### src/rtl/aes_job_scheduler.sv
// aes_job_scheduler: round-robin arbiter sharing one AES-128 core between two requesters.
// Optional watchdog enabled by `define AES_SCHED_TIMEOUT_EN. Rev 1.0
`default_nettype none

module aes_job_scheduler #(
   parameter int TEXT_WIDTH     = 128,
   parameter int KEY_WIDTH      = 128,
   parameter int TIMEOUT_CYCLES = 64
) (
   input  logic                  clk_i,
   input  logic                  rst_ni,
   input  logic                  req0_valid_i,
   output logic                  req0_ready_o,
   input  logic [TEXT_WIDTH-1:0] req0_text_i,
   input  logic [KEY_WIDTH-1:0]  req0_key_i,
   input  logic                  req1_valid_i,
   output logic                  req1_ready_o,
   input  logic [TEXT_WIDTH-1:0] req1_text_i,
   input  logic [KEY_WIDTH-1:0]  req1_key_i,
   output logic                  core_start_o,
   output logic [TEXT_WIDTH-1:0] core_text_o,
   output logic [KEY_WIDTH-1:0]  core_key_o,
   input  logic                  core_done_i,
   input  logic [TEXT_WIDTH-1:0] core_text_i,
   output logic                  rsp_valid_o,
   input  logic                  rsp_ready_i,
   output logic                  rsp_id_o,
   output logic [TEXT_WIDTH-1:0] rsp_text_o,
   output logic                  rsp_err_o,
   output logic                  busy_o
);

   typedef enum logic [1:0] {
      IDLE  = 2'd0,
      ISSUE = 2'd1,
      WAIT  = 2'd2,
      RESP  = 2'd3
   } state_e;

   if (TIMEOUT_CYCLES < 2) begin : g_bad_timeout
      $error("TIMEOUT_CYCLES must be at least 2");
   end

   state_e                state_q;
   logic                  prio_q;
   logic                  id_q;
   logic                  start_q;
   logic                  rsp_valid_q;
   logic                  busy_q;
   logic [TEXT_WIDTH-1:0] text_q;
   logic [KEY_WIDTH-1:0]  key_q;
   logic [TEXT_WIDTH-1:0] res_q;

`ifdef AES_SCHED_TIMEOUT_EN
   localparam int WDOG_W = $clog2(TIMEOUT_CYCLES + 1);
   logic [WDOG_W-1:0] wdog_q;
   logic              err_q;
`endif

   logic gnt0;
   logic gnt1;
   logic idle;
   logic accept;

   // Port 1 wins only when port 0 is absent or port 1 holds the tie-break pointer.
   assign gnt1   = req1_valid_i & (~req0_valid_i | prio_q);
   assign gnt0   = req0_valid_i & ~gnt1;
   assign idle   = (state_q == IDLE);
   assign accept = idle & (gnt0 | gnt1);

   assign req0_ready_o = idle & gnt0;
   assign req1_ready_o = idle & gnt1;

   always_ff @(posedge clk_i or negedge rst_ni) begin
      if (!rst_ni) begin
         state_q     <= IDLE;
         prio_q      <= 1'b0;
         id_q        <= 1'b0;
         start_q     <= 1'b0;
         rsp_valid_q <= 1'b0;
         busy_q      <= 1'b0;
         text_q      <= '0;
         key_q       <= '0;
         res_q       <= '0;
`ifdef AES_SCHED_TIMEOUT_EN
         wdog_q      <= '0;
         err_q       <= 1'b0;
`endif
      end else begin
         start_q <= 1'b0;
         case (state_q)
            IDLE: begin
               if (accept) begin
                  state_q <= ISSUE;
                  start_q <= 1'b1;
                  busy_q  <= 1'b1;
                  id_q    <= gnt1;
                  prio_q  <= ~gnt1;
                  text_q  <= gnt1 ? req1_text_i : req0_text_i;
                  key_q   <= gnt1 ? req1_key_i  : req0_key_i;
               end
            end
            ISSUE: begin
               state_q <= WAIT;
`ifdef AES_SCHED_TIMEOUT_EN
               wdog_q  <= '0;
`endif
            end
            WAIT: begin
               // A done pulse takes precedence over a watchdog expiry in the same cycle.
               if (core_done_i) begin
                  state_q     <= RESP;
                  res_q       <= core_text_i;
                  rsp_valid_q <= 1'b1;
`ifdef AES_SCHED_TIMEOUT_EN
                  err_q       <= 1'b0;
               end else if (wdog_q == WDOG_W'(TIMEOUT_CYCLES - 1)) begin
                  state_q     <= RESP;
                  res_q       <= '0;
                  rsp_valid_q <= 1'b1;
                  err_q       <= 1'b1;
               end else begin
                  wdog_q      <= wdog_q + 1'b1;
`endif
               end
            end
            RESP: begin
               if (rsp_ready_i) begin
                  state_q     <= IDLE;
                  rsp_valid_q <= 1'b0;
                  busy_q      <= 1'b0;
               end
            end
            default: state_q <= IDLE;
         endcase
      end
   end

   assign core_start_o = start_q;
   assign core_text_o  = text_q;
   assign core_key_o   = key_q;
   assign rsp_valid_o  = rsp_valid_q;
   assign rsp_id_o     = id_q;
   assign rsp_text_o   = res_q;
   assign busy_o       = busy_q;
`ifdef AES_SCHED_TIMEOUT_EN
   assign rsp_err_o    = err_q;
`else
   assign rsp_err_o    = 1'b0;
`endif

endmodule

`default_nettype wire
### config.mk
export PLATFORM = sky130hd
export DESIGN_NAME = aes_job_scheduler
export DESIGN_NICKNAME = d
export VERILOG_FILES = /design/src/rtl/aes_job_scheduler.sv
export SDC_FILE = /design/constraint.sdc
export NUM_CORES = 1
export LEC_CHECK = 0
export CORE_AREA = 2 2 402 404
export CTS_CLUSTER_DIAMETER = 80
export DETAILED_ROUTE_END_ITERATION = 8
export DIE_AREA = 0 0 404 406
export SLEW_MARGIN = 20
export SYNTH_ARGS = -nofsm -noshare
export SYNTH_HDL_FRONTEND = slang
export SYNTH_SLANG_ARGS = --single-unit
### constraint.sdc
create_clock -name clk_i -period 4.08 [get_ports clk_i]
set_input_delay 0.816 -clock clk_i [delete_from_list [all_inputs] [get_ports clk_i]]
set_output_delay 0.816 -clock clk_i [all_outputs]
set_load 0.02 [all_outputs]
# ---- Word level (Yosys, flattened, before mapping)
# Cells that the tools add are included.
dict set report word_totals {
  regBits 391
  input_bits 646
  out_inout_bits 391
  wordCells 45
}
dict set report classes {
  n_eq_ne 6
  n_mux 13
  bitwise_logic 9
  reduce_logical 8
}
# operator n
set op_table {}
lappend op_table {{128-bit two-way mux} 2}
lappend op_table {{3-bit AND reduction} 3}
lappend op_table {{2-bit case mux with 4 select lines} 1}
lappend op_table {{2-bit two-way mux} 3}
lappend op_table {{1-bit AND} 5}
lappend op_table {{1-bit two-way mux} 5}
lappend op_table {{2-bit == test, second input constant} 2}
lappend op_table {{2-bit inequality test, second input constant} 2}
lappend op_table {{1-bit case mux with 2 select lines} 2}
lappend op_table {{2-bit AND reduction} 2}
lappend op_table {{2-bit nonzero test} 2}
lappend op_table {{2-bit by 1-bit == test with 1-bit output, second input constant} 1}
lappend op_table {{2-bit logical NOT} 1}
lappend op_table {{2-bit by 1-bit inequality test with 1-bit output, second input constant} 1}
lappend op_table {{1-bit inverter} 2}
lappend op_table {{1-bit bitwise OR} 2}

# ---- Logic depth before layout (Yosys ltp)
# Gate-level depths: netlist of run 1.
dict set report depth {
  ltp_word 9
  mapped_depth 8
  depth_no_buf 6
}

# ---- Worst setup path before layout of run 1
# OpenSTA, ideal clock, no wires.
dict set report synth_timing {
  kind {input -> output}
  from {in req1_valid_i}
  to {out req0_ready_o}
  t_arrival_ns 1.562
  path_slack_ns 1.702
  path_stages 3
  n_path_buf 2
  cell_sequence {buf_2 > a21oi_2 > clkbuf_1}
}
dict set report synth_via {
  elab_chain_cells 4
}
# item line
set synth_rtl {}
lappend synth_rtl {{start, declared} 16} ;# input logic req1_valid_i,
lappend synth_rtl {{1-bit AND} 66} ;# assign gnt1 = req1_valid_i & (~req0_valid_i | prio_q);
lappend synth_rtl {{1-bit inverter} 67} ;# assign gnt0 = req0_valid_i & ~gnt1;
lappend synth_rtl {{1-bit AND} 67}
lappend synth_rtl {{1-bit AND} 71} ;# assign req0_ready_o = idle & gnt0;
lappend synth_rtl {{end, declared} 13} ;# output logic req0_ready_o,
# Every way passes these cells.

# ---- Worst setup path after layout of run 1
dict set report layout_timing {
  from {in req0_valid_i}
  to {out req1_ready_o}
}
dict set report layout_via {
  elab_chain_cells 4
}
# item line
set layout_rtl {}
lappend layout_rtl {{start, declared} 12} ;# input logic req0_valid_i,
lappend layout_rtl {{1-bit inverter} 66}
lappend layout_rtl {{1-bit bitwise OR} 66}
lappend layout_rtl {{1-bit AND} 66}
lappend layout_rtl {{1-bit AND} 72} ;# assign req1_ready_o = idle & gnt1;
lappend layout_rtl {{end, declared} 17} ;# output logic req1_ready_o,
# Every way passes these cells.

==> flow_summary_export.csv, run 1 <==
group,metric,value,unit
synthesis,synth-seq-cells,391,
grt,antenna_found_initial,101,
floorplanning,die_area,0.1640,mm²
synthesis,yosys_most_used_dff,"dfrtp_1",
power_and_ir_drop,seq_power_share,28.8,%
timing,rsz0062_at_grt,"no",
timing,maxSlewHeadroom,42.96,%
finish,final_common_cell,"clkdlybuf4s50_1",
worst_setup_path,endpoint_kind,"output pin",
timing,setup_viol,0,
routing,ant_nets,0,
synthesis,synth_area_per_cell,13.32,µm²
synthesis,yosys.area_share.simple,9.726,%
routing,num_vias,15865,
timing,fin_tns_setup,0,ns
timing,tightest_slew,0.8556,ns
synthesis,synth_edf_count,0,
power_and_ir_drop,netSwitchingPower,9.952,mW
synthesis,postSynthNetCount,1874,
cts,clk_path_buf_depth,3,
worst_setup_path,critPathKind,"input port to output pin",
cts,clkTransAtPathRegs,0.06,ns
placed_design,dp.cells,4268,
placed_design,io_buffer_count,1035,
routing,avgRoutedWirePerCell,29.03,µm
hold_path,hp-class,"input port to asynchronous set/reset pin",
floorplanning,die_w,404,µm
finish,num-fill-cells,17420,
placed_design,hpwl,106700,µm
timing,skew,0.05341,ns
grt,grt_pass1_wl,160700,µm
synthesis,yosysSeqAreaShare,59.98,%
worst_setup_path,start_kind,"input port",
synthesis,synth-compound-area-share,17.24,%
timing,hold_viol_final,0,
power_and_ir_drop,p_leak,12.08,nW
synthesis,muxShareOfSynthArea,8.905,%
synthesis,synth_warnings,0,
finish,final_cell_count_no_fill,4388,
synthesis,synthXorXnorAreaFrac,0,%
synthesis,synthArstFlopShare,100.0,%
routing,post-route-drc-count,0,
power_and_ir_drop,peakVddDrop,0.3665,mV
power_and_ir_drop,p_per_area,798.1,mW/mm²
finish,area_delta_synth_final,89.87,%
worst_setup_path,cp.required,3.26,ns
floorplanning,start_util,10.22,%
cts,numClockSinks,391,
finish,fin_nets,2885,
cts,clock_latency,0.67,ns
cts,hold_buffers,0,
cts,cts_root_buf,"clkbuf_16",
power_and_ir_drop,p_clk_share,19.8,%
finish,final_layout_size_suffix_gt1_share,11.23,%
synthesis,synth_fa_ha_area_share,0.2301,%
outcome,status,"finished, final reports clean",
power_and_ir_drop,p_int,14.76,mW
worst_setup_path,critPathArrivalTime,2.55,ns
synthesis,synth_top_family_by_area,"compound AO/OA/AOI/OAI gates",
synthesis,syn_area,0.01631,mm²
routing,vias_per_cell,3.616,
timing,min_period,3.367,ns
synthesis,netlist_instances,1225,
cts,cts_buffers,52,
synthesis,synth.area.top_cells,"dfrtp_1, a221o_1, mux2_2, and2_1, buf_6",
power_and_ir_drop,switching_share,40.26,%
power_and_ir_drop,p_comb_share,51.4,%
floorplanning,coreArea,0.1596,mm²
grt,grt_max_degree,133,
floorplanning,row_count,147,
cts,cts_tree,"done",
floorplanning,die_y,406,µm
finish,final_cell_mix,"clkdlybuf4s50_1, dfrtp_1, and2_1, a221o_1, mux2_2",
routing,drt_iter0_drc,1374,
synthesis,synthDominantCellAreaShare,59.98,%
cts,ctsHtreeMaxLevel,2,
timing,drv_slew,0,
synthesis,yosys.cell_types.count,28,
grt,grt_pass1_vias,15745,
run,cap_violations,0,
grt,grt_overflow,0,
cts,cts_resized,0,
placed_design,gp_congestion,0.9681,
grt,grt_usage,14.80,%
synthesis,yosysTopAreaCell,"dfrtp_1",
timing,max_clock_freq,0.2970,GHz
cts,cts_setup_buffers,0,
worst_setup_path,path_max_fanout,7,
routing,wirelength,127400,µm
timing,period_share,82.52,%
routing,first_pass_iters,5,
floorplanning,io_pins,1037,
-- logic make-up after synthesis --
| kind of cell | after synthesis |
|---|---|
| AND/OR/NAND/NOR | 266 |
| adder cells (fa/ha/maj) | 3 |
| buffers and inverters | 114 |
| other | 1 |
| flip-flops | 391 |
| multiplexers | 129 |
| AO/OA/AOI/OAI | 321 |
-- worst max-delay path, stage by stage --
cell	delay (ns)
clkdlybuf4s50_1	0.59
nand2b_1	0.18
and3_4	0.31
clkdlybuf4s50_1	0.65
-- Yosys cell counts (2+ instances only) --
master and n:
nand2_1 5, dfrtp_1 391, o21ai_0 29, buf_6 22
clkbuf_1 58, a221o_1 229, nor2b_1 2, inv_1 5
ha_1 3, buf_2 22, buf_1 2, mux2_2 129
buf_4 4, a21oi_1 28, a31oi_1 27, nor2_1 28
a21o_1 2, and2_1 229
-- power groups by stage --
| stage | Sequential [mW] | Clock, mW | Combinational [mW] |
|---|---|---|---|
| 2_1_floorplan | 9.04 | 0 | 3.80 |
| 3_3_place_gp | 7.07 | 0 | 12.9 |
| 3_5_place_dp | 7.06 | 0 | 13.0 |
| 4_1_cts | 7.10 | 5.08 | 13.1 |
| 5_1_grt | 7.31 | 5.20 | 13.6 |
| 6_report | 7.11 | 4.90 | 12.7 |
-- metrics by stage --
step / power, mW / hold WS [ns] / utilization, % / instance area (µm²) / worst slack [ns]
4_1_cts: 25.23 / 0.1579 / 19.36 / 30910 / 0.5709
3_3_place_gp: 19.98 / 0.4626 / 18.22 / 29090 / 0.6599
3_5_place_dp: 20.07 / 0.4706 / 18.22 / 29090 / 0.6517
6_report: 24.72 / 0.1468 / 19.40 / 30970 / 0.7130
2_1_floorplan: 12.84 / 0.4996 / - / 16310 / 1.702
5_1_grt: 26.06 / 0.1821 / 19.37 / 30930 / 0.5213
-- per-layer routing --
layer	vias to the layer above	global-route usage, %	part of all wire [%]
met3	249	7.325	12
met4	46	3.542	3.0
met5	-	0	0.23
li1	6656	-	-
met2	907	24.22	47
met1	8007	17.20	38
-- final cells by class --
class | count | area, µm² | area share [%]
Timing Repair Buffer | 1065 | 10750 | 34.72
Sequential cell | 391 | 9784 | 31.59
Multi-Input combinational cell | 720 | 5918 | 19.11
Tap cell | 2086 | 2610 | 8.427
Clock buffer | 67 | 1448 | 4.674
Clock inverter | 30 | 377.9 | 1.220
Antenna cell | 23 | 57.56 | 0.1858
Inverter | 6 | 22.52 | 0.07272
-- path summary, 6_finish.rpt --
| check | from | end | slack, ns | cells after the start |
|---|---|---|---|---|
| setup / recovery | req0_valid_i | req1_ready_o | 0.71 | 4 |
| hold / removal | rst_ni | rsp_text_o[127]$_DFFE_PN0P_ | 0.15 | 1 |
| setup reg to reg | state_q[0]$_DFFE_PN0P_ | core_key_o[109]$_DFFE_PN0P_ | 1.61 | 7 |
| hold reg to reg | rsp_id_o$_DFFE_PN0P_ | rsp_id_o$_DFFE_PN0P_ | 0.48 | 1 |
| max in group asynchronous | rst_ni | rsp_valid_o$_DFFE_PN0P_ | 2.71 | 2 |
| min in group clk_i | rsp_id_o$_DFFE_PN0P_ | rsp_id_o$_DFFE_PN0P_ | 0.48 | 1 |
-- registers in the layout, indices dropped and copies added (netlist names) --
| signal | flops |
|---|---|
| busy_o | 1 |
| core_key_o | 128 |
| core_start_o | 1 |
| core_text_o | 128 |
| prio_q | 1 |
| rsp_id_o | 1 |
| rsp_text_o | 128 |
| rsp_valid_o | 1 |
| state_q | 2 |
No activity file was read; power rests on OpenSTA's default activity.
==> run 2: changes to the inputs <==
--- a/config.mk
+++ b/config.mk
@@ -5,10 +5,10 @@
 export SDC_FILE = /design/constraint.sdc
 export NUM_CORES = 1
 export LEC_CHECK = 0
-export CORE_AREA = 2 2 402 404
+export CORE_AREA = 2 2 406 408
 export CTS_CLUSTER_DIAMETER = 80
 export DETAILED_ROUTE_END_ITERATION = 8
-export DIE_AREA = 0 0 404 406
+export DIE_AREA = 0 0 408 410
 export SLEW_MARGIN = 20
 export SYNTH_ARGS = -nofsm -noshare
 export SYNTH_HDL_FRONTEND = slang
==> constraint.sdc (replaced) <==
create_clock -name clk_i -period 3.16 [get_ports clk_i]
set_input_delay 0.632 -clock clk_i [delete_from_list [all_inputs] [get_ports clk_i]]
set_output_delay 0.632 -clock clk_i [all_outputs]
set_load 0.02 [all_outputs]
==> flow_summary_export.csv, run 2 (synthesis results as in run 1) <==
group,metric,value,unit
run,cap_violations,0,
grt,grt_pass1_wl,165600,µm
cts,cts_root_buf,"clkbuf_16",
placed_design,gp_congestion,0.9557,
finish,fin_nets,2904,
cts,clk_path_buf_depth,3,
cts,numClockSinks,391,
routing,num_vias,16057,
timing,skew,0.03472,ns
placed_design,hpwl,110400,µm
timing,tightest_slew,0.7990,ns
finish,num-fill-cells,17927,
floorplanning,row_count,149,
timing,setup_viol,0,
timing,fin_hold_ws,0.4976,ns
cts,cts_tree,"done",
timing,setup_ws,0.2795,ns
cts,ctsHtreeMaxLevel,2,
routing,post-route-drc-count,0,
floorplanning,start_util,9.977,%
routing,ant_nets,0,
floorplanning,die_w,408,µm
placed_design,post-place-ws,0.2559,ns
finish,final_common_cell,"clkdlybuf4s50_1",
worst_setup_path,endpoint_kind,"output pin",
cts,cts_setup_buffers,0,
grt,grt_overflow,0,
worst_setup_path,critPathKind,"register to output pin",
grt,grt_max_degree,117,
cts,cts_buffers,52,
finish,fin_area,0.03134,mm²
timing,min_period,2.881,ns
routing,first_pass_iters,7,
hold_path,hp-class,"register to register",
routing,vias_per_cell,3.567,
routing,drt_iter0_drc,1248,
finish,postLayoutCoreUtil,19.17,%
finish,final_cell_mix,"clkdlybuf4s50_1, dfrtp_1, and2_1, a221o_1, mux2_2",
power_and_ir_drop,peakVddDrop,0.4736,mV
finish,final_layout_size_suffix_gt1_share,11.72,%
timing,max_clock_freq,0.3472,GHz
timing,period_share,91.16,%
timing,fin_tns_setup,0,ns
timing,drv_slew,0,
cts,clkTransAtPathRegs,0.07,ns
routing,wirelength,130500,µm
floorplanning,die_y,410,µm
worst_setup_path,cpPeakStageDelay,0.43,ns
power_and_ir_drop,p_leak,12.20,nW
grt,grt_usage,14.97,%
worst_setup_path,critPathArrivalTime,2.25,ns
floorplanning,io_pins,1037,
worst_setup_path,path_cells,"inv_1, ha_1, and3_4, dlygate4sd2_1",
grt,grt_pass1_vias,15881,
placed_design,dpl_cell_area,0.02945,mm²
timing,hold_viol_final,0,
cts,clock_latency,0.65,ns
worst_setup_path,cp.required,2.53,ns
outcome,status,"finished, final reports clean",
worst_setup_path,path_max_fanout,6,
placed_design,io_buffer_count,1035,
finish,area_delta_synth_final,92.12,%
routing,avgRoutedWirePerCell,28.99,µm
worst_setup_path,start_kind,"register",
floorplanning,die_area,0.1673,mm²
grt,antenna_found_initial,116,
worst_setup_path,cpMaxStageDelayCell,"dlygate4sd2_1",
floorplanning,coreArea,0.1635,mm²
timing,rsz0062_at_grt,"no",
power_and_ir_drop,p_per_area,1028,mW/mm²
timing,maxSlewHeadroom,46.56,%
run 2: changes by cell type in the layout (fill, tap and decap cells not counted), moves of 2 or more:
cell,previous run,this run
clkdlybuf4s50_1,1034,1032
clkbuf_1,6,9
clkbuf_8,9,16
clkinv_2,16,2
diode_2,23,18
buf_4,17,28
buf_12,13,21
clkinv_16,2,0
inv_6,2,5
run 2: per-layer routing:
metal | vias up | GRT usage [%] | share of wire (%)
li1 | 6691 | - | -
met3 | 275 | 7.617 | 12
met2 | 976 | 24.69 | 47
met4 | 66 | 3.563 | 2.9
met5 | - | 0 | 0.33
met1 | 8049 | 17.11 | 37
run 2: what timing repair did:
item                       in CTS  in global routing
hold buffers                    1                  0
setup endpoints to repair       1                  0
gates resized for setup         1                  0
hold endpoints to repair       27                  0
run 2: cell type report:
cell class	count	area [µm²]	area share, %
Antenna cell	18	45.04	0.1437
Clock buffer	78	1580	5.043
Clock inverter	16	254.0	0.8105
Inverter	6	22.52	0.07187
Multi-Input combinational cell	720	5918	18.89
Sequential cell	391	9784	31.22
Tap cell	2189	2739	8.740
Timing Repair Buffer	1084	10990	35.08
run 2: path summary, 6_finish.rpt:
| path | start | endpoint | slack [ns] | depth (start not counted) |
|---|---|---|---|---|
| worst max-delay path | state_q[0]$_DFFE_PN0P_ | req1_ready_o | 0.28 | 4 |
| worst min-delay path | rsp_id_o$_DFFE_PN0P_ | rsp_id_o$_DFFE_PN0P_ | 0.50 | 1 |
| worst max register to register | state_q[0]$_DFFE_PN0P_ | core_key_o[25]$_DFFE_PN0P_ | 0.88 | 6 |
| worst min register to register | rsp_id_o$_DFFE_PN0P_ | rsp_id_o$_DFFE_PN0P_ | 0.50 | 1 |
| max in group asynchronous | rst_ni | core_key_o[15]$_DFFE_PN0P_ | 1.71 | 3 |
| min in group asynchronous | rst_ni | core_text_o[96]$_DFFE_PN0P_ | 0.55 | 2 |
run 2: worst max-delay path, delay by kind of cell (launching register included):
kind	cells	cell delay, ns
adder cells (fa/ha/maj)	1	0.33
buffers and inverters	2	0.52
flip-flops	1	0.40
AND/OR/NAND/NOR	1	0.35
run 2: where the power goes:
group / switching (mW) / leakage [nW] / internal [mW]
clock network: 2.56 / 0.902 / 3.87
logic: 8.66 / 6.56 / 8.00
registers: 1.61 / 4.74 / 7.51
total: 12.8 / 12.2 / 19.4
run 2: metrics by stage:
stage	power [mW]	instances
finish	32.21	4502
floorplan	16.58	1225
global placement	25.99	4389
global route	33.83	4489
CTS	32.81	4484
detailed placement	26.08	4389
